===== config.mk =====
export PLATFORM = sky130hd
export DESIGN_NAME = debounce_scheduler
export DESIGN_NICKNAME = d
export VERILOG_FILES = /design/src/rtl/debounce_pkg.sv /design/src/rtl/deb_event_fifo.sv /design/src/rtl/debounce_scheduler.sv
export SDC_FILE = /design/constraint.sdc
export NUM_CORES = 1
export LEC_CHECK = 0
export CORE_ASPECT_RATIO = 0.75
export CORE_MARGIN = 4
export CORE_UTILIZATION = 45
export DETAILED_ROUTE_END_ITERATION = 16
export DONT_BUFFER_PORTS = 1
export PLACE_DENSITY = 0.68
export SLEW_MARGIN = 15
export SYNTH_ARGS = -nofsm -noshare
export SYNTH_HDL_FRONTEND = slang
export SYNTH_HIERARCHICAL = 1
export SYNTH_SLANG_ARGS = --single-unit

===== constraint.sdc =====
create_clock -name clk -period 4.06 [get_ports clk]
set_clock_uncertainty 0.05 [all_clocks]
set_input_delay 0.406 -clock clk [delete_from_list [all_inputs] [get_ports clk]]
set_output_delay 0.406 -clock clk [all_outputs]
set_load 0.01 [all_outputs]

===== src/rtl/debounce_pkg.sv =====
// Shared types for the multi-channel debounce scheduler.
// Event records carry the channel index and its new debounced level.
package debounce_pkg;

    localparam int NUM_CH = 4;
    localparam int CH_W   = (NUM_CH > 1) ? $clog2(NUM_CH) : 1;
    localparam int CNT_W  = 8;

    typedef enum logic {
        IDLE,
        SCAN
    } sched_state_t;

    typedef struct packed {
        logic [CH_W-1:0] ch;
        logic            level;
    } deb_event_t;

endpackage


===== src/rtl/deb_event_fifo.sv =====
// Synchronous show-ahead FIFO of debounce events.
// The head entry is driven straight from storage; a push into a full FIFO is dropped.
module deb_event_fifo
    import debounce_pkg::*;
#(
    parameter int DEPTH = 4
) (
    input  logic       clk,
    input  logic       reset_n,
    input  logic       push,
    input  deb_event_t push_data,
    input  logic       pop,
    output deb_event_t head,
    output logic       full,
    output logic       empty,
    output logic       drop
);

    localparam int AW = $clog2(DEPTH);

    deb_event_t    mem [DEPTH];
    logic [AW:0]   wr_ptr;
    logic [AW:0]   rd_ptr;
    logic          do_push;
    logic          do_pop;

    assign empty = (wr_ptr == rd_ptr);
    assign full  = (wr_ptr[AW] != rd_ptr[AW]) &&
                   (wr_ptr[AW-1:0] == rd_ptr[AW-1:0]);

    // A pop in the same cycle frees the slot a full-FIFO push needs.
    assign do_pop  = pop && !empty;
    assign do_push = push && (!full || do_pop);
    assign drop    = push && full && !do_pop;

    assign head = mem[rd_ptr[AW-1:0]];

    always_ff @(posedge clk or negedge reset_n) begin
        if (!reset_n) begin
            wr_ptr <= '0;
            rd_ptr <= '0;
            for (int i = 0; i < DEPTH; i++) begin
                mem[i] <= '0;
            end
        end else begin
            if (do_push) begin
                mem[wr_ptr[AW-1:0]] <= push_data;
                wr_ptr <= wr_ptr + (AW+1)'(1);
            end
            if (do_pop) begin
                rd_ptr <= rd_ptr + (AW+1)'(1);
            end
        end
    end

endmodule


===== src/rtl/debounce_scheduler.sv =====
// Multi-channel debouncer: shared tick prescaler, one-channel-per-clock scan,
// per-channel stability counters and an event FIFO for level changes.
module debounce_scheduler
    import debounce_pkg::*;
#(
    parameter int N_CH       = NUM_CH,
    parameter int TICK_DIV   = 1000,
    parameter int STABLE_CNT = 4,
    parameter int FIFO_DEPTH = 4
) (
    input  logic                    clk,
    input  logic                    reset_n,
    input  logic [N_CH-1:0]         raw_in,
    output logic [N_CH-1:0]         debounced_out,
    output logic                    event_valid,
    output logic [$clog2(N_CH)-1:0] event_ch,
    output logic                    event_level,
    input  logic                    event_ready,
    output logic                    overflow,
    input  logic                    overflow_clr
);

    localparam int IW = $clog2(N_CH);
    localparam int PW = $clog2(TICK_DIV);

    logic [N_CH-1:0]  sync_q1;
    logic [N_CH-1:0]  sync_in;
    logic [PW-1:0]    presc;
    logic             tick;
    sched_state_t     state;
    sched_state_t     state_nx;
    logic [IW-1:0]    ch_idx;
    logic [IW-1:0]    ch_nx;
    logic [CNT_W-1:0] cnt [N_CH];
    logic             scanning;
    logic             differs;
    logic             qualified;
    logic             push;
    logic             pop;
    logic             full;
    logic             empty;
    logic             drop;
    deb_event_t       push_ev;
    deb_event_t       head;

    always_ff @(posedge clk or negedge reset_n) begin
        if (!reset_n) begin
            sync_q1 <= '0;
            sync_in <= '0;
        end else begin
            sync_q1 <= raw_in;
            sync_in <= sync_q1;
        end
    end

    assign tick = (presc == PW'(TICK_DIV - 1));

    always_ff @(posedge clk or negedge reset_n) begin
        if (!reset_n) begin
            presc <= '0;
        end else begin
            presc <= tick ? '0 : presc + PW'(1);
        end
    end

    always_ff @(posedge clk or negedge reset_n) begin
        if (!reset_n) begin
            state  <= IDLE;
            ch_idx <= '0;
        end else begin
            state  <= state_nx;
            ch_idx <= ch_nx;
        end
    end

    always_comb begin
        state_nx = state;
        ch_nx    = ch_idx;
        unique case (state)
            IDLE: begin
                if (tick) begin
                    state_nx = SCAN;
                    ch_nx    = '0;
                end
            end
            SCAN: begin
                if (ch_idx == IW'(N_CH - 1)) begin
                    state_nx = IDLE;
                    ch_nx    = '0;
                end else begin
                    ch_nx = ch_idx + IW'(1);
                end
            end
            default: begin
                state_nx = IDLE;
                ch_nx    = '0;
            end
        endcase
    end

    assign scanning  = (state == SCAN);
    assign differs   = (sync_in[ch_idx] != debounced_out[ch_idx]);
    assign qualified = (cnt[ch_idx] == CNT_W'(STABLE_CNT - 1));
    assign push      = scanning && differs && qualified;
    assign push_ev   = '{ch: ch_idx, level: sync_in[ch_idx]};

    // Any sample that matches the debounced level restarts qualification.
    always_ff @(posedge clk or negedge reset_n) begin
        if (!reset_n) begin
            debounced_out <= '0;
            for (int i = 0; i < N_CH; i++) begin
                cnt[i] <= '0;
            end
        end else if (scanning) begin
            if (!differs) begin
                cnt[ch_idx] <= '0;
            end else if (qualified) begin
                debounced_out[ch_idx] <= sync_in[ch_idx];
                cnt[ch_idx]           <= '0;
            end else begin
                cnt[ch_idx] <= cnt[ch_idx] + CNT_W'(1);
            end
        end
    end

    assign event_valid = !empty;
    assign event_ch    = head.ch;
    assign event_level = head.level;
    assign pop         = event_valid && event_ready;

    deb_event_fifo #(
        .DEPTH(FIFO_DEPTH)
    ) u_fifo (
        .clk      (clk),
        .reset_n  (reset_n),
        .push     (push),
        .push_data(push_ev),
        .pop      (pop),
        .head     (head),
        .full     (full),
        .empty    (empty),
        .drop     (drop)
    );

    // A drop in the same cycle as a clear keeps the flag set.
    always_ff @(posedge clk or negedge reset_n) begin
        if (!reset_n) begin
            overflow <= 1'b0;
        end else if (drop) begin
            overflow <= 1'b1;
        end else if (overflow_clr) begin
            overflow <= 1'b0;
        end
    end

    tick_outside_scan: assert property (
        @(posedge clk) disable iff (!reset_n) !(tick && scanning)
    );

endmodule


==> impl_metrics.ini, run 1 <==
[floorplan]
num_rows = 27
core_area_sq_um = 7530
die_x_um = 111
die_area_sq_um = 9460
die_h_um = 85.2
top_level_ports = 17
start_util = 0.475

[placement]
dp_hpwl_um = 4830
place_ws_ns = 0.687
port_buffers = 0
gp_congestion = 0.873

[timing]
timing.hold.ws_ns = 0.171
hold_viol = 0
tightest_slew_ns = 0.637
finalSetupViolCount = 0
max_slew_margin = 0.575
layout_setup_ws_ns = 0.676
fin_crit_ns = 3.38
layout_worst_path_cycle_share = 0.833
clock.fmax_mhz = 296
slew_violations = 0
rsz0062_at_grt = no
fin_setup_tns_ns = 0

[final_layout]
antenna_cells = 0
areaGrowthSynthToFinish_pct = 12.1
multiInputGateArea_sq_um = 1610
regArea_sq_um = 1900
final_nets = 328
fillCellCount = 652
drive_above_1_share = 0.175

[pwr]
power_density_nw_per_um2 = 405
power.leakage_nw = 1.75
peakVddDrop_uv = 283
power_mw = 1.62

[worst_setup_path]
critPathKind = flip-flop to flip-flop
arrival_ns = 3.58
cp_data_required_time_ns = 4.25
startpoint_type = flip-flop
timing.reg2reg.setup_slack_ns = 0.68
setup.worst_path.end_class = flip-flop
critPathMaxFanout = 11

[drt]
drt_wl_total_um = 7130
drc_errors = 0
ant_nets = 0
dr.pass1.iters = 4
vias = 2228
initialDrtViolationCount = 175
viasPerCell = 5.37
wl_per_cell_um = 17.2

[yosys]
ys_ff_latch = 76
yosysSeqAreaShare = 0.531
syn-instance-count = 292
ys.flop_type = dfrtp_1
synth.top_cells.by_area = dfrtp_1 (53%), mux4_2 (6.3%), o21ai_0 (4.8%)
synth-edff-count = 0
netlist_area_sq_um = 3580
synth.most_common_cell = dfrtp_1
netlist.area_leader.share = 0.531
netlist-cell-type-count = 39
syn_area_per_cell_sq_um = 12.3
synthArstFlopShare = 1.00
yosys.area.top_type = dfrtp_1
synthTopCellsByCount = dfrtp_1 (76), nand2_1 (45), o21ai_0 (34)
ys.warnings.count = 6
syn_nets = 311

[grt]
grt_max_degree = 77
antenna_found_initial = 0
grt_pass1_vias = 2300
globalRouteTotalUtil = 0.171
grt_overflow_total = 0
grt_pass1_wl_um = 12500

[cts]
clk-insertion-delay-late_ns = 0.35
cts_buffer_depth = 2
cts.sinks = 76
cts_root_buf = clkbuf_8
htree_num_levels = 3
cts_made_buffers = 9
path_clk_slew_ns = 0.08
cts_tree = built

[run]
maxCapViolations = 0

[status]
status = finished, final reports clean

[min_path]
hold_class = input pin to flip-flop
[flip-flops by register name, summed over array words and instances, names as in the netlist]
signal and cells:
overflow 1, u_fifo/wr_ptr 3, ch_idx 2, u_fifo/mem 12, cnt 32, scanning 1, debounced_out 4, presc 10
u_fifo/rd_ptr 3, sync_in 4, sync_q1 4
[path summary, 6_finish.rpt]
| check | startpoint | end | depth (start not counted) |
|---|---|---|---|
| hold / removal | overflow_clr | overflow | 2 |
| min in group asynchronous | reset_n | presc[5] | 2 |
| setup reg to reg | ch_idx[1] | u_fifo/mem[1] | 7 |
| hold reg to reg | sync_q1[3] | sync_in[3] | 0 |
| setup / recovery | ch_idx[1] | u_fifo/mem[1] | 7 |
| max in group asynchronous | reset_n | u_fifo/mem[5] | 2 |
[cells in the final DEF (no fill, tap or decap), types with 5 or more instances in the layout]
cell and n:
dfrtp_1 76, nand2_1 45, o21ai_0 34, nor2_1 15
mux2_2 14, xnor2_1 11, ha_1 11, mux4_2 10
inv_1 9, clkbuf_8 9, xor2_1 8, nand3_1 7
buf_4 6, nor3_1 5, dlygate4sd3_1 5
[kinds of logic after synthesis]
| family | after synthesis | synth area share |
|---|---|---|
| and+or+nand+nor | 90 | 0.119 |
| DFF | 76 | 0.531 |
| AOI/OAI and AO/OA | 48 | 0.0955 |
| muxes | 31 | 0.142 |
| xor gates and xnor gates | 21 | 0.0556 |
| buffers and inverters | 15 | 0.0185 |
| adders and majority gates | 11 | 0.0385 |
[repair_timing]
action	in CTS	in global routing
buffers inserted	0	0
endpoints found under the hold margin	79	1
gates resized for setup	0	0
hold buffers	5	1
[power breakdown]
part           internal, mW  switching (mW)  leakage (nW)
Sequential            0.775          0.0350          1.02
Clock                 0.346           0.282         0.102
Combinational        0.0676           0.119         0.626
[critical path, stage by stage, from the launching register on]
cell	delay (ns)
dfrtp_1	0.64
mux4_2	0.60
or4b_4	0.57
nor4_4	0.46
and3_1	0.34
and2_1	0.20
o41ai_4	0.11
mux2_2	0.30
[final cells by class]
cell class | instances | share of cell area
sequential | 76 | 0.474
multi-input combinational | 201 | 0.401
clock buffer | 10 | 0.0318
tap | 101 | 0.0315
timing repair buffer | 12 | 0.0306
clock inverter | 6 | 0.0221
inverter | 9 | 0.00842
[layer usage]
metal / share of wire / track usage / vias up
met5: 0 / 0 / -
met4: 0.019 / 0.0705 / 0
met3: 0.056 / 0.0499 / 12
met2: 0.43 / 0.239 / 45
met1: 0.49 / 0.248 / 1102
li1: - / - / 1069
[through the flow]
step	instances	cell area (sq um)	util
after global routing	415	4010	0.532
after CTS	414	4000	0.531
after global placement	393	3720	0.493
after detailed placement	393	3720	0.493
final	415	4010	0.532
after floorplan	292	3580	-
Note: power is estimated with default switching activity, not from simulation.
==> run 2: changes to the inputs <==
- PLACE_DENSITY: 0.68 -> 0.7
- clock period: 4.06 -> 2.79 ns (I/O delays scaled with it)
==> impl_metrics.ini, run 2 (synthesis results as in run 1) <==
[worst_setup_path]
critPathMaxFanout = 8
timing.reg2reg.setup_slack_ns = 0.04
slowest_delay_ns = 0.56
cp_slowest_cell = mux4_2
cp_data_required_time_ns = 2.97
startpoint_type = flip-flop
critPathKind = flip-flop to flip-flop
crit_chain = mux4_2, or4b_4, nor4_4, and3_4, and2_4, o41ai_4, mux2_2
arrival_ns = 2.93
setup.worst_path.end_class = flip-flop

[final_layout]
areaGrowthSynthToFinish_pct = 14.0
multiInputGateArea_sq_um = 1650
regArea_sq_um = 1900
largest_reg_flops = 32
reg_top3 = cnt: 32 flops, u_fifo/mem: 12 flops, presc: 10 flops
final_cell_mix = dfrtp_1 (75), nand2_1 (45), o21ai_0 (34)
final_area_sq_um = 4080
fillCellCount = 658
final_common_cell = dfrtp_1
final_nets = 338
drive_above_1_share = 0.211
largest_register = cnt
antenna_cells = 0
fin_cells = 423

[status]
status = finished, final reports clean

[placement]
dp_cells = 401
port_buffers = 0
dp_hpwl_um = 4970
gp_congestion = 0.901
dpl_cell_area_sq_um = 3800

[pwr]
combPwrFrac = 0.130
p_int_mw = 1.63
switchingPower_mw = 0.619
swShare = 0.275
clockPowerShare = 0.345
peakVddDrop_uv = 489
power.leakage_nw = 1.79
seqPwrFrac = 0.525
power_density_nw_per_um2 = 552

[timing]
max_slew_margin = 0.536
clock.fmax_mhz = 364
finalSetupViolCount = 0
rsz0062_at_grt = yes
hold_viol = 0
fin_crit_ns = 2.75
tightest_slew_ns = 0.695
layout_worst_path_cycle_share = 0.985
slew_violations = 0

[drt]
dr.pass1.iters = 4
drc_errors = 0
wl_per_cell_um = 17.5
viasPerCell = 5.38
vias = 2276
drt_wl_total_um = 7420
initialDrtViolationCount = 155
ant_nets = 0

[cts]
cts_tree = built
cts.sinks = 76
clk-insertion-delay-late_ns = 0.35
cts_buffer_depth = 2
path_clk_slew_ns = 0.07
cts_made_buffers = 9
htree_num_levels = 3
cts_root_buf = clkbuf_8

[floorplan]
core_area_sq_um = 7530
top_level_ports = 17
start_util = 0.475
num_rows = 27
die_area_sq_um = 9460
die_x_um = 111
die_h_um = 85.2

[grt]
antenna_found_initial = 0
grt_pass1_wl_um = 12600
grt_overflow_total = 0
globalRouteTotalUtil = 0.173
grt_pass1_vias = 2479
grt_max_degree = 77

[run]
maxCapViolations = 0

[min_path]
hold_class = input pin to flip-flop
==> run 2: worst max-delay path, delay by kind of cell, from the launching register on <==
kind             cells  cell delay, ns
AO/OA/AOI/OAI        1            0.09
flip-flops           1            0.50
multiplexers         2            0.86
AND/OR/NAND/NOR      4            1.14
==> run 2: power by group through the flow <==
| stage | Clock, mW | Sequential (mW) | Combinational [mW] |
|---|---|---|---|
| finish | 0.776 | 1.18 | 0.293 |
| global route | 0.856 | 1.19 | 0.323 |
| CTS | 0.799 | 1.18 | 0.287 |
| detailed placement | 0 | 1.20 | 0.250 |
| global placement | 0 | 1.20 | 0.239 |
| floorplan | 0 | 1.18 | 0.223 |
==> run 2: metrics by stage <==
| stage | worst slack (ns) | utilization | hold WS (ns) | total power [mW] | TNS (ns) |
|---|---|---|---|---|---|
| 2_1_floorplan | -0.0552 | - | -0.0666 | 1.40 | -0.538 |
| 3_3_place_gp | 0.0881 | 0.505 | -0.0628 | 1.44 | 0 |
| 3_5_place_dp | 0.0298 | 0.505 | -0.0632 | 1.45 | 0 |
| 4_1_cts | 0.00521 | 0.538 | 0.0210 | 2.27 | 0 |
| 5_1_grt | -0.0476 | 0.541 | 0.0313 | 2.37 | -0.338 |
| 6_report | 0.0410 | 0.541 | 0.0367 | 2.25 | 0 |
==> run 2: area by class of cell <==
cell class / instances / area share
clock inverters: 3 / 0.00982
well taps: 101 / 0.0310
multi-input cells: 201 / 0.404
flip-flops and latches: 76 / 0.467
repair buffers: 22 / 0.0485
inverters: 9 / 0.00828
clock buffers: 11 / 0.0322
==> run 2: worst paths after layout <==
path	start	depth (start not counted)	end
max	ch_idx[0]	7	u_fifo/mem[2]
min	overflow_clr	2	overflow
max reg2reg	ch_idx[0]	7	u_fifo/mem[2]
min reg2reg	sync_q1[3]	0	sync_in[3]
max in group asynchronous	reset_n	2	cnt[9]
min in group asynchronous	reset_n	2	presc[2]
==> run 2: routing by layer <==
| metal | part of all wire | vias up | global-route usage | wire length (um) |
|---|---|---|---|---|
| met2 | 0.47 | 46 | 0.262 | 3500 |
| met5 | 0 | - | 0 | 0 |
| met3 | 0.044 | 9 | 0.0634 | 323 |
| met1 | 0.47 | 1142 | 0.233 | 3510 |
| met4 | 0.011 | 0 | 0.0582 | 81 |
| li1 | - | 1079 | - | - |
==> run 2: repair_timing <==
action / CTS / global route
hold endpoints to repair: 80 / 0
hold buffers: 6 / 0
buffers inserted: 0 / 2
endpoints found under the setup margin: 0 / 12
resized for setup: 0 / 2
==> run 3: changes to the inputs <==
- PLACE_DENSITY: 0.7 -> 0.68
- clock period: 2.79 -> 2.7 ns (I/O delays scaled with it)
==> impl_metrics.ini, run 3 (synthesis results as in run 1) <==
[status]
status = complete, but fails checks
failed_checks = negative setup slack

[final_layout]
utilization = 0.551
reg_top3 = cnt: 32 flops, u_fifo/mem: 12 flops, presc: 10 flops
final_nets = 344
areaGrowthSynthToFinish_pct = 15.9
largest_reg_flops = 32
drive_above_1_share = 0.245
largest_register = cnt
final_common_cell = dfrtp_1
antenna_cells = 0
fin_cells = 431
final_cell_mix = dfrtp_1 (75), nand2_1 (45), o21ai_0 (34)

[drt]
wl_met2_um = 3110
wl_met3_um = 421
ant_nets = 0
drt_wl_total_um = 7470
met1_length_um = 3860
top_layer_used = met4
initialDrtViolationCount = 130
vias = 2343
viasPerCell = 5.44
wl_per_cell_um = 17.3
dr.pass1.iters = 4
drc_errors = 0

[pwr]
clockPowerShare = 0.329
combPwrFrac = 0.142
swShare = 0.287
power_density_nw_per_um2 = 553
switchingPower_mw = 0.658
power.leakage_nw = 1.82
power_mw = 2.30
seqPwrFrac = 0.529
peakVddDrop_uv = 334
p_int_mw = 1.64

[cts]
cts_buffer_depth = 2
cts_root_buf = clkbuf_8
htree_num_levels = 3
cts_tree = built
cts_made_buffers = 9
path_clk_slew_ns = 0.08
clk-insertion-delay-late_ns = 0.34
cts.sinks = 76

[timing]
finalSetupViolCount = 8
rsz0062_at_grt = yes
hold_viol = 0
layout_setup_ws_ns = -0.0263
layout_worst_path_cycle_share = 1.01
fin_crit_ns = 2.73
timing.hold.ws_ns = 0.0357
tightest_slew_ns = 0.699
max_slew_margin = 0.532
clock.fmax_mhz = 367
slew_violations = 0

[grt]
globalRouteTotalUtil = 0.173
grt_overflow_total = 0
grt_pass1_wl_um = 12800
grt_max_degree = 77
grt_pass1_vias = 2449
antenna_found_initial = 0

[min_path]
hold_path_depth = 2
hold_class = input pin to flip-flop

[run]
maxCapViolations = 0

[placement]
gp_congestion = 0.904
dp_cells = 407
port_buffers = 0
dp_hpwl_um = 5230

[worst_setup_path]
arrival_ns = 2.90
startpoint_type = flip-flop
critPathKind = flip-flop to flip-flop
critPathMaxFanout = 7
cp_data_required_time_ns = 2.87
reg2reg_depth = 7
setup.worst_path.end_class = flip-flop

[floorplan]
die_x_um = 111
start_util = 0.475
num_rows = 27
die_h_um = 85.2
die_area_sq_um = 9460
core_area_sq_um = 7530
top_level_ports = 17
## run 3: routing by layer
| metal | vias to the layer above | GRT usage |
|---|---|---|
| met5 | - | 0 |
| met4 | 0 | 0.0481 |
| met3 | 7 | 0.0399 |
| met2 | 61 | 0.254 |
| met1 | 1173 | 0.258 |
| li1 | 1102 | - |
## run 3: what timing repair did
action / in CTS / in global routing
hold endpoints to repair: 80 / 0
buffers inserted: 2 / 0
resized for setup: 3 / 5
hold buffers: 6 / 0
endpoints found under the setup margin: 12 / 45
pin swaps: 0 / 0
## run 3: cell type report
| type | count | area, sq um |
|---|---|---|
| Fill cell | 630 | 3390 |
| Clock buffer | 12 | 145 |
| Tap cell | 101 | 126 |
| Timing Repair Buffer | 28 | 243 |
| Sequential cell | 76 | 1900 |
| Clock inverter | 4 | 26.3 |
| Multi-Input combinational cell | 201 | 1670 |
| Inverter | 9 | 33.8 |
## run 3: power groups by stage
| stage | Clock, mW | Combinational [mW] | Sequential (mW) |
|---|---|---|---|
| floorplan | 0 | 0.231 | 1.21 |
| finish | 0.754 | 0.327 | 1.21 |
| CTS | 0.785 | 0.314 | 1.21 |
| global placement | 0 | 0.262 | 1.23 |
| global route | 0.825 | 0.358 | 1.22 |
| detailed placement | 0 | 0.271 | 1.24 |
## run 3: critical path, cell delays in order (launching register included)
cell	delay [ns]
dfrtp_2	0.47
mux4_2	0.54
or4b_4	0.54
nor4_4	0.17
and3_4	0.27
and2_4	0.16
o41ai_4	0.09
mux2_2	0.31
## run 3: path summary, 6_finish.rpt
check	startpoint	to	slack (ns)
hold / removal	overflow_clr	overflow	0.04
setup reg to reg	ch_idx[0]	u_fifo/mem[7]	-0.03
max in group asynchronous	reset_n	sync_q1[3]	1.86
hold reg to reg	sync_q1[3]	sync_in[3]	0.31
setup / recovery	ch_idx[0]	u_fifo/mem[7]	-0.03
min in group asynchronous	reset_n	cnt[15]	0.42
## run 3: per-stage QoR
stage,area (sq um),setup WS (ns),setup TNS (ns)
after floorplan,3610,-0.145,-1.63
after global placement,3850,0.0395,0
after detailed placement,3850,-0.0289,-0.0998
after CTS,4130,-0.0265,-0.189
after global routing,4150,-0.113,-1.21
final,4150,-0.0263,-0.0620
